--- config.mk ---
export PLATFORM = sky130hd
export DESIGN_NAME = hazard_sequencer
export DESIGN_NICKNAME = d
export VERILOG_FILES = /design/src/rtl/hazard_sequencer.sv
export SDC_FILE = /design/constraint.sdc
export NUM_CORES = 1
export LEC_CHECK = 0
export ABC_AREA = 1
export BUFFER_PORTS_ARGS = -buffer_cell sky130_fd_sc_hd__buf_2
export CORE_MARGIN = 3
export CORE_UTILIZATION = 52
export CTS_BUF_LIST = sky130_fd_sc_hd__clkbuf_8
export CTS_CLUSTER_DIAMETER = 60
export DETAILED_ROUTE_END_ITERATION = 10
export PLACE_DENSITY_LB_ADDON = 0.3
export SYNTH_ARGS = -nofsm -noshare
export SYNTH_HDL_FRONTEND = slang
export SYNTH_SLANG_ARGS = --single-unit
--- constraint.sdc ---
create_clock -name CLK -period 1.94 [get_ports CLK]
set_input_delay 0.291 -clock CLK [delete_from_list [all_inputs] [get_ports CLK]]
set_output_delay 0.291 -clock CLK [all_outputs]
set_load 0.01 [all_outputs]
--- src/rtl/hazard_sequencer.sv ---
// ---------------------------------------------------------------------------
// hazard_sequencer
//
// Central stall/flush controller for a 5-stage pipeline that shares a single
// memory port between instruction fetch and data access. It decides, every
// cycle, which pipeline latches advance, which latches get a bubble, which
// memory request wins the shared port, and it sequences the halt drain.
//
// Ports
//   CLK, RST          clock, asynchronous active-high reset
//   ihit              instruction memory returned data this cycle
//   dhit              data memory completed its access this cycle
//   mem_read_m        MEM-stage load request
//   mem_write_m       MEM-stage store request
//   mem_read_e        EX-stage instruction is a load
//   write_reg_e[4:0]  EX-stage destination register
//   rs_d, rt_d[4:0]   ID-stage source registers
//   redirect_e        EX resolved a taken branch / j / jal / jr
//   halt_e            EX-stage instruction is halt
//   pc_en .. mem_wb_en   pipeline latch enables
//   if_id_flush, id_ex_flush  load a NOP bubble into the latch
//   imemREN, dmemREN, dmemWEN arbitrated shared-memory requests
//   halt              registered, high once the pipeline has drained
//   stall_cnt[CNT_W]  saturating count of stalled cycles
//   state_dbg[1:0]    current FSM state (RUN=0, DRAIN=1, HALTED=2)
//
// Handshake: this block has no valid/ready channels. "ihit"/"dhit" act as the
// memory's completion strobes; a request is held by the pipeline (frozen) until
// its strobe arrives, and the whole pipeline advances only on that cycle.
// ---------------------------------------------------------------------------
module hazard_sequencer #(
  parameter int CNT_W = 16
) (
  input  logic             CLK,
  input  logic             RST,
  input  logic             ihit,
  input  logic             dhit,
  input  logic             mem_read_m,
  input  logic             mem_write_m,
  input  logic             mem_read_e,
  input  logic [4:0]       write_reg_e,
  input  logic [4:0]       rs_d,
  input  logic [4:0]       rt_d,
  input  logic             redirect_e,
  input  logic             halt_e,
  output logic             pc_en,
  output logic             if_id_en,
  output logic             id_ex_en,
  output logic             ex_mem_en,
  output logic             mem_wb_en,
  output logic             if_id_flush,
  output logic             id_ex_flush,
  output logic             imemREN,
  output logic             dmemREN,
  output logic             dmemWEN,
  output logic             halt,
  output logic [CNT_W-1:0] stall_cnt,
  output logic [1:0]       state_dbg
);

  typedef enum logic [1:0] {
    RUN    = 2'd0,
    DRAIN  = 2'd1,
    HALTED = 2'd2
  } state_t;

  state_t     state;
  logic [1:0] drain_cnt;

  // -------------------------------------------------------------------------
  // Advance condition. A pending data access owns the shared port, so the
  // pipeline waits for dhit; otherwise it waits for the instruction fetch.
  // Only memory strobes feed adv -- the flush outputs never loop back into it.
  // -------------------------------------------------------------------------
  logic dreq;
  logic adv;
  logic lu;
  logic bubble;

  assign dreq = mem_read_m | mem_write_m;
  assign adv  = dreq ? dhit : ihit;

  // Load-use: the EX load writes a register that ID is about to read.
  // Register 0 is hardwired zero, so it can never create a dependence.
  assign lu = mem_read_e && (write_reg_e != 5'd0) &&
              ((write_reg_e == rs_d) || (write_reg_e == rt_d));

  // The one-cycle load-use bubble; halt and redirect both take priority.
  assign bubble = (state == RUN) && adv && lu && !redirect_e && !halt_e;

  // -------------------------------------------------------------------------
  // Latch enables and flushes. Forced low while RST is high.
  // -------------------------------------------------------------------------
  always_comb begin
    pc_en       = 1'b0;
    if_id_en    = 1'b0;
    id_ex_en    = 1'b0;
    ex_mem_en   = 1'b0;
    mem_wb_en   = 1'b0;
    if_id_flush = 1'b0;
    id_ex_flush = 1'b0;
    if (!RST && adv) begin
      unique case (state)
        RUN: begin
          ex_mem_en = 1'b1;
          mem_wb_en = 1'b1;
          if (halt_e) begin
            // Stop fetching and squash everything younger than the halt.
            if_id_en    = 1'b1;
            id_ex_en    = 1'b1;
            if_id_flush = 1'b1;
            id_ex_flush = 1'b1;
          end else if (redirect_e) begin
            // Wrong-path instructions in IF/ID and ID/EX are discarded,
            // so a load-use hazard on them is moot.
            pc_en       = 1'b1;
            if_id_en    = 1'b1;
            id_ex_en    = 1'b1;
            if_id_flush = 1'b1;
            id_ex_flush = 1'b1;
          end else if (lu) begin
            // Hold PC and IF/ID, insert one bubble into ID/EX.
            id_ex_en    = 1'b1;
            id_ex_flush = 1'b1;
          end else begin
            pc_en    = 1'b1;
            if_id_en = 1'b1;
            id_ex_en = 1'b1;
          end
        end
        DRAIN: begin
          // Older instructions keep flowing out; the front stays bubbles.
          if_id_en    = 1'b1;
          id_ex_en    = 1'b1;
          if_id_flush = 1'b1;
          id_ex_flush = 1'b1;
          ex_mem_en   = 1'b1;
          mem_wb_en   = 1'b1;
        end
        default: ;
      endcase
    end
  end

  // -------------------------------------------------------------------------
  // Shared memory arbitration. Data accesses pre-empt instruction fetch;
  // fetch is only issued in RUN since DRAIN no longer needs instructions.
  // -------------------------------------------------------------------------
  always_comb begin
    imemREN = 1'b0;
    dmemREN = 1'b0;
    dmemWEN = 1'b0;
    if (!RST) begin
      dmemREN = mem_read_m  && (state != HALTED);
      dmemWEN = mem_write_m && (state != HALTED);
      imemREN = !dreq && (state == RUN);
    end
  end

  // -------------------------------------------------------------------------
  // FSM, drain counter, halt flag and stall counter.
  // -------------------------------------------------------------------------
  always_ff @(posedge CLK or posedge RST) begin
    if (RST) begin
      state     <= RUN;
      drain_cnt <= 2'd0;
      halt      <= 1'b0;
      stall_cnt <= '0;
    end else begin
      unique case (state)
        RUN: begin
          if (adv && halt_e) begin
            state     <= DRAIN;
            // Two advances flush the halt through MEM and WB.
            drain_cnt <= 2'd2;
          end
        end
        DRAIN: begin
          if (adv) begin
            drain_cnt <= drain_cnt - 2'd1;
            if (drain_cnt == 2'd1) begin
              state <= HALTED;
              halt  <= 1'b1;
            end
          end
        end
        HALTED: begin
          halt <= 1'b1;
        end
        default: begin
          state <= RUN;
        end
      endcase

      if ((state != HALTED) && (!adv || bubble) &&
          (stall_cnt != {CNT_W{1'b1}})) begin
        stall_cnt <= stall_cnt + {{(CNT_W-1){1'b0}}, 1'b1};
      end
    end
  end

  assign state_dbg = state;

endmodule
==> results.toml, run 1 <==
[outcome]
status = "completed"

[logic_synthesis]
ys_warn_count = 0
yosysTopAreaCellShare_pct = 32.7
synth_xor_area_share_pct = 7.09
synth_common_cells = "nand2_1 (75), inv_1 (37), nor2_1 (28)"
synth.most_common_cell = "nand2_1"
postSynthCellCount = 236
synth.area.top_cells = "dfrtp_1 (33%), nand2_1 (18%), inv_1 (8.7%)"
synthSimpleGateAreaFrac_pct = 41.7
synth_adder_area_share_pct = 1.56
synth_top_area_cell = "dfrtp_1"
ys_ff_latch = 21
synth_edf_count = 0
synthFlopType = "dfrtp_1"
synth-compound-area-share_pct = 2.57
synth_nets = 262
synth.avg_cell_area_um2 = 6.80
synth_top_family_by_area = "simple AND/OR/NAND/NOR gates"
seq_area_frac_synth_pct = 32.7
syn-cell-area_mm2 = 0.00161
synth_mux_area_share_pct = 0
synth_cell_types = 25
async_flop_share_pct = 100

[power]
ir_drop_uv = 563
finalPower_w = 0.00153
p_leak_nw = 1.14
powerDensity_mw_per_mm2 = 801

[floorplanning]
die_x_um = 61.6
core_area_mm2 = 0.00285
ios = 53
die_h_um = 61.6
die-area_mm2 = 0.00379
num_rows = 19
initial_core_util_pct = 56.3

[detailed_routing]
drt-pass1-iter-count = 4
drt.antenna.violating_nets = 0
vias = 1589
drt_first_iter_violations = 90
wl_per_cell_um = 10.7
drt-vias-per-instance = 4.98
drc = 0
wl_um = 3410

[place]
port_buffers = 52
gp_congestion = 0.806
post-place-ws_ps = 175
dp_cells = 315
hpwl_um = 2650

[sta]
tightest_slew_ps = 493
finalWorstSetupSlack_ps = 176
fin_crit_sh_pct = 90.9
whs_ps = 112
min_period_ps = 1760
rsz0062_at_grt = "yes"
fin_skew_ps = 6.08
clock.fmax_mhz = 567
setup_tns_ps = 0
final-hold-violation-count = 0
max_slew_margin_pct = 66.8
slew_violations = 0
setup_viol = 0

[final_layout]
drive_above_1_share_pct = 25.7
num_antenna_cells = 0
seq_area_um2 = 526
stdcell_count = 319
fill_cells = 271
fin_nets = 315
multi_input_area_um2 = 862
area_growth_pct = 18.7

[global_route]
grt_usage_pct = 19.6
grt_overflow = 0
grt_pass1_vias = 1415
grt_pass1_wl_um = 5740
grt_max_degree = 22
antenna_found_initial = 0

[setup_path]
cp-start-kind = "flip-flop"
cp_slowest_cell = "dfrtp_1"
cp_num_cells = 5
crit_type = "flip-flop to output pin"
path_cells = "nor3_1 -> nand3_2 -> nand2_1 -> inv_1 -> buf_2"
cp_num_buf_inv = 2
cp.required_ps = 1650
cp-end-kind = "output pin"
r2r_cells = 11
critPathTopFamily = "simple AND/OR/NAND/NOR gates"
cp_max_fo = 6
arrival_ps = 1470
slowest_delay_ps = 450

[clocking]
cts_setup_buffers = 0
cts_tree = "built"
insertion_delay_ps = 260
cts_inserted_buffers = 3
cts.sinks = 21
clock_path_buffers = 2
clk_pin_slew_ps = 80
cts_max_level = 1
root_buffer = "clkbuf_8"
hold_buffers = 0

[run]
maxCapViolCount = 0

[min_path]
hold_path_class = "input port to async pin"
-- kinds of logic after synthesis --
| kind of cell | count (synthesis) |
|---|---|
| buffers and inverters | 46 |
| xor gates and xnor gates | 13 |
| AOI/OAI and AO/OA | 8 |
| and+or+nand+nor | 146 |
| adders and majority gates | 2 |
| DFF | 21 |
-- stage by stage --
stage,util (%),cell area [um^2]
global placement,64.7,1850
detailed placement,64.7,1850
finish,66.8,1910
global route,66.8,1910
floorplan,-,1610
CTS,66.4,1890
-- metal layers --
| metal | up-vias | track usage, % | part of all wire, % |
|---|---|---|---|
| li1 | 835 | - | - |
| met1 | 704 | 25.9 | 47 |
| met2 | 48 | 32.3 | 47 |
| met3 | 2 | 4.61 | 5.6 |
| met4 | 0 | 4.85 | 0.35 |
| met5 | - | 0 | 0 |
-- sequential cells by signal, summed over array words and instances, names as in the netlist --
signal     cells
stall_cnt     16
halt           1
drain_cnt      2
state_dbg      2
-- path summary, 6_finish.rpt --
path	slack, ps	end	from
hold reg to reg	460	halt$_DFFE_PP0P_	halt$_DFFE_PP0P_
setup / recovery	180	if_id_en	state_dbg[0]$_DFFE_PP0P_
setup reg to reg	180	stall_cnt[13]$_DFFE_PP0P_	stall_cnt[0]$_DFFE_PP0P_
max in group asynchronous	1620	stall_cnt[15]$_DFFE_PP0P_	RST
hold / removal	110	stall_cnt[11]$_DFFE_PP0P_	RST
min in group CLK	450	state_dbg[0]$_DFFE_PP0P_	halt_e
-- report_power, final --
group          switching, W  total [W]  internal [W]  leakage [nW]
clock              0.000147   0.000290      0.000143        0.0255
sequential         0.000111   0.000648      0.000538         0.275
combinational      0.000336   0.000588      0.000252         0.839
total              0.000594    0.00153      0.000933          1.14
-- cell usage in the layout, fill, tap and decap left out, types with 2 or more instances in the layout --
master,Yosys,routed
a21oi_1,3,3
buf_2,0,52
buf_4,3,4
clkbuf_8,0,3
dfrtp_1,21,21
ha_1,2,2
inv_1,37,37
nand2_1,75,75
nand2_2,3,3
nand3_1,11,11
nand4_1,16,16
nor2_1,28,26
nor2_2,1,3
nor3_1,4,4
o21ai_0,4,4
or2_2,2,2
xnor2_1,6,6
xor2_1,7,7
-- worst reg2reg max path, cell delays in order (launching register included) --
cell,delay [ps]
dfrtp_1,420
ha_1,250
nand3_1,140
inv_1,70
nand2_2,100
nor2_4,50
nand3b_4,180
nand2_1,130
nor2_2,120
nand3_1,90
nand2_1,70
nand2_1,40
-- final cells by class --
cell class                 instances  area share, %
clock inverter                     1          0.263
timing repair buffer              56           15.2
inverter                          38           7.49
clock buffer                       3           2.17
multi-input combinational        169           45.2
tap                               31           2.04
sequential                        21           27.6
-- timing repair --
| item | 4_1_cts | 5_1_grt |
|---|---|---|
| endpoints found under the setup margin | 0 | 6 |
| endpoints found under the hold margin | 0 | 0 |
| resized for setup | 0 | 3 |
(Power assumes the default switching activity.)
==> run 2: changes to the inputs <==
--- a/config.mk
+++ b/config.mk
@@ -13,6 +13,7 @@
 export CTS_CLUSTER_DIAMETER = 60
 export DETAILED_ROUTE_END_ITERATION = 10
 export PLACE_DENSITY_LB_ADDON = 0.3
+export SETUP_SLACK_MARGIN = 0.5
 export SYNTH_ARGS = -nofsm -noshare
 export SYNTH_HDL_FRONTEND = slang
 export SYNTH_SLANG_ARGS = --single-unit
==> run 2 against run 1 <==
Effect of this change: utilization grew 15 points; largest power group is now combinational cells; clock skew shrank 3.3 ps; combinational power grew 67%; design area grew 23%; worst hold slack gained 26 ps; worst setup slack gained 180 ps; largest cell class unchanged.
==> results.toml, run 2 (synthesis gave the netlist of run 1 again) <==
[outcome]
status = "completed"

[sta]
setup_tns_ps = 0
final-hold-violation-count = 0
setup_viol = 0
max_slew_margin_pct = 70.9
min_period_ps = 1590
tightest_slew_ps = 433
clock.fmax_mhz = 631
fin_crit_sh_pct = 81.7
finalWorstSetupSlack_ps = 355
rsz0062_at_grt = "yes"
fin_skew_ps = 2.77
slew_violations = 0

[power]
switching_share_pct = 40.2
powerDensity_mw_per_mm2 = 822
p_int_w = 0.00115
ir_drop_uv = 800
p_comb_share_pct = 50.9
p_sw_w = 0.000773
pwr-share-seq_pct = 34.4
p_leak_nw = 1.34
p_clk_share_pct = 14.7

[clocking]
cts_inserted_buffers = 3
cts_max_level = 1
clk_pin_slew_ps = 70
insertion_delay_ps = 260
root_buffer = "clkbuf_8"
hold_buffers = 0
cts_tree = "built"
cts.sinks = 21
clock_path_buffers = 2

[floorplanning]
die_x_um = 61.6
num_rows = 19
ios = 53
initial_core_util_pct = 56.3
die-area_mm2 = 0.00379
core_area_mm2 = 0.00285
die_h_um = 61.6

[place]
port_buffers = 52
gp_congestion = 0.878
post-place-ws_ps = 256
hpwl_um = 2710

[detailed_routing]
drt.antenna.violating_nets = 0
wl_um = 4700
drt_first_iter_violations = 165
drt-vias-per-instance = 5.33
vias = 1854
drt-pass1-iter-count = 4
wl_per_cell_um = 13.5
drc = 0

[setup_path]
r2r_cells = 10
timing.critical_path.mode_cell = "nand2_2"
cp-start-kind = "input port"
critPathLaunch = "mem_write_m"
worst_r2r_startpoint = "stall_cnt[1]$_DFFE_PP0P_"
crit_type = "input port to output pin"
path_cells = "buf_6 -> nor2_4 -> nand2_2 -> o21ai_2 -> inv_2 -> nor2_2 -> nand2_2 -> nor3_1 -> o21ai_1 -> inv_1 -> buf_2"
slowest_delay_ps = 130
arrival_ps = 1290
cp_max_fo = 4
cp-end-kind = "output pin"
cp.required_ps = 1650
cp_slowest_cell = "nor2_4"

[final_layout]
fill_cells = 172
fin_nets = 344
regMostFlops = "stall_cnt"
area_growth_pct = 46.0
final_common_cell = "nand2_1"
drive_above_1_share_pct = 42.9
final_cell_mix = "nand2_1 (70), buf_2 (50), inv_1 (32), buf_4 (23)"
largest_reg_flops = 16
num_antenna_cells = 0

[global_route]
grt_usage_pct = 23.6
grt_pass1_vias = 1703
grt_overflow = 0
grt_max_degree = 22
grt_pass1_wl_um = 6840
antenna_found_initial = 0

[run]
maxCapViolCount = 0

[min_path]
hold_path_class = "input port to async pin"
==> run 2: changes by cell type in the layout (fill, tap and decap cells not counted), sizes merged <==
| cell | delta |
|---|---|
| buf | +27 |
| nand3b | +1 |
| inv | +1 |
| nand3 | +1 |
| clkinv | -1 |
==> run 2: final timing paths <==
| path | endpoint | slack (ps) |
|---|---|---|
| worst min register to register | halt$_DFFE_PP0P_ | 480 |
| worst max-delay path | pc_en | 350 |
| worst min-delay path | drain_cnt[0]$_DFFE_PP0P_ | 140 |
| worst max register to register | stall_cnt[13]$_DFFE_PP0P_ | 350 |
| max in group asynchronous | state_dbg[0]$_DFFE_PP0P_ | 1570 |
| min in group CLK | halt$_DFFE_PP0P_ | 480 |
==> run 2: cell type report <==
cell class / instances / area [um^2] / share of cell area [%]
Clock buffer: 3 / 41.3 / 1.76
Clock inverter: 1 / 3.75 / 0.160
Inverter: 38 / 145 / 6.19
Multi-Input combinational cell: 171 / 1050 / 44.7
Sequential cell: 21 / 532 / 22.7
Tap cell: 31 / 38.8 / 1.66
Timing Repair Buffer: 83 / 536 / 22.9
==> run 2: per-layer routing <==
layer	track usage [%]	up-vias	wire (um)
met3	4.82	16	276
li1	-	906	-
met4	10.9	0	122
met2	40.5	82	2410
met1	28.2	850	1890
met5	0	-	0
==> run 2: power by group through the flow <==
stage | Clock (W) | Combinational, W | Sequential [W]
floorplan | 0 | 0.000396 | 0.000678
global placement | 0 | 0.000582 | 0.000654
detailed placement | 0 | 0.000602 | 0.000660
CTS | 0.000283 | 0.000793 | 0.000653
global route | 0.000311 | 0.00106 | 0.000673
finish | 0.000282 | 0.000981 | 0.000663
==> run 2: worst max-delay path: cells and delay by family <==
kind,cells,cell delay (ps)
buf+inv,4,340
compound gates,2,150
simple gates,5,510
==> run 2: timing repair <==
| action | CTS | global route |
|---|---|---|
| pin swaps | 9 | 15 |
| endpoints found under the hold margin | 0 | 0 |
| setup endpoints to repair | 26 | 28 |
| buffers inserted | 20 | 8 |
| cloned | 2 | 0 |
| resized for setup | 26 | 32 |
==> run 2: stage by stage <==
stage	power, W	hold slack, ps	instance area, um^2	std cells	util, %
after floorplan	0.00107	284	1640	236	-
after global placement	0.00124	410	1870	314	65.6
after detailed placement	0.00126	417	1870	314	65.6
after CTS	0.00173	135	2180	340	76.4
after global routing	0.00205	173	2340	348	82.1
final	0.00193	138	2340	348	82.1
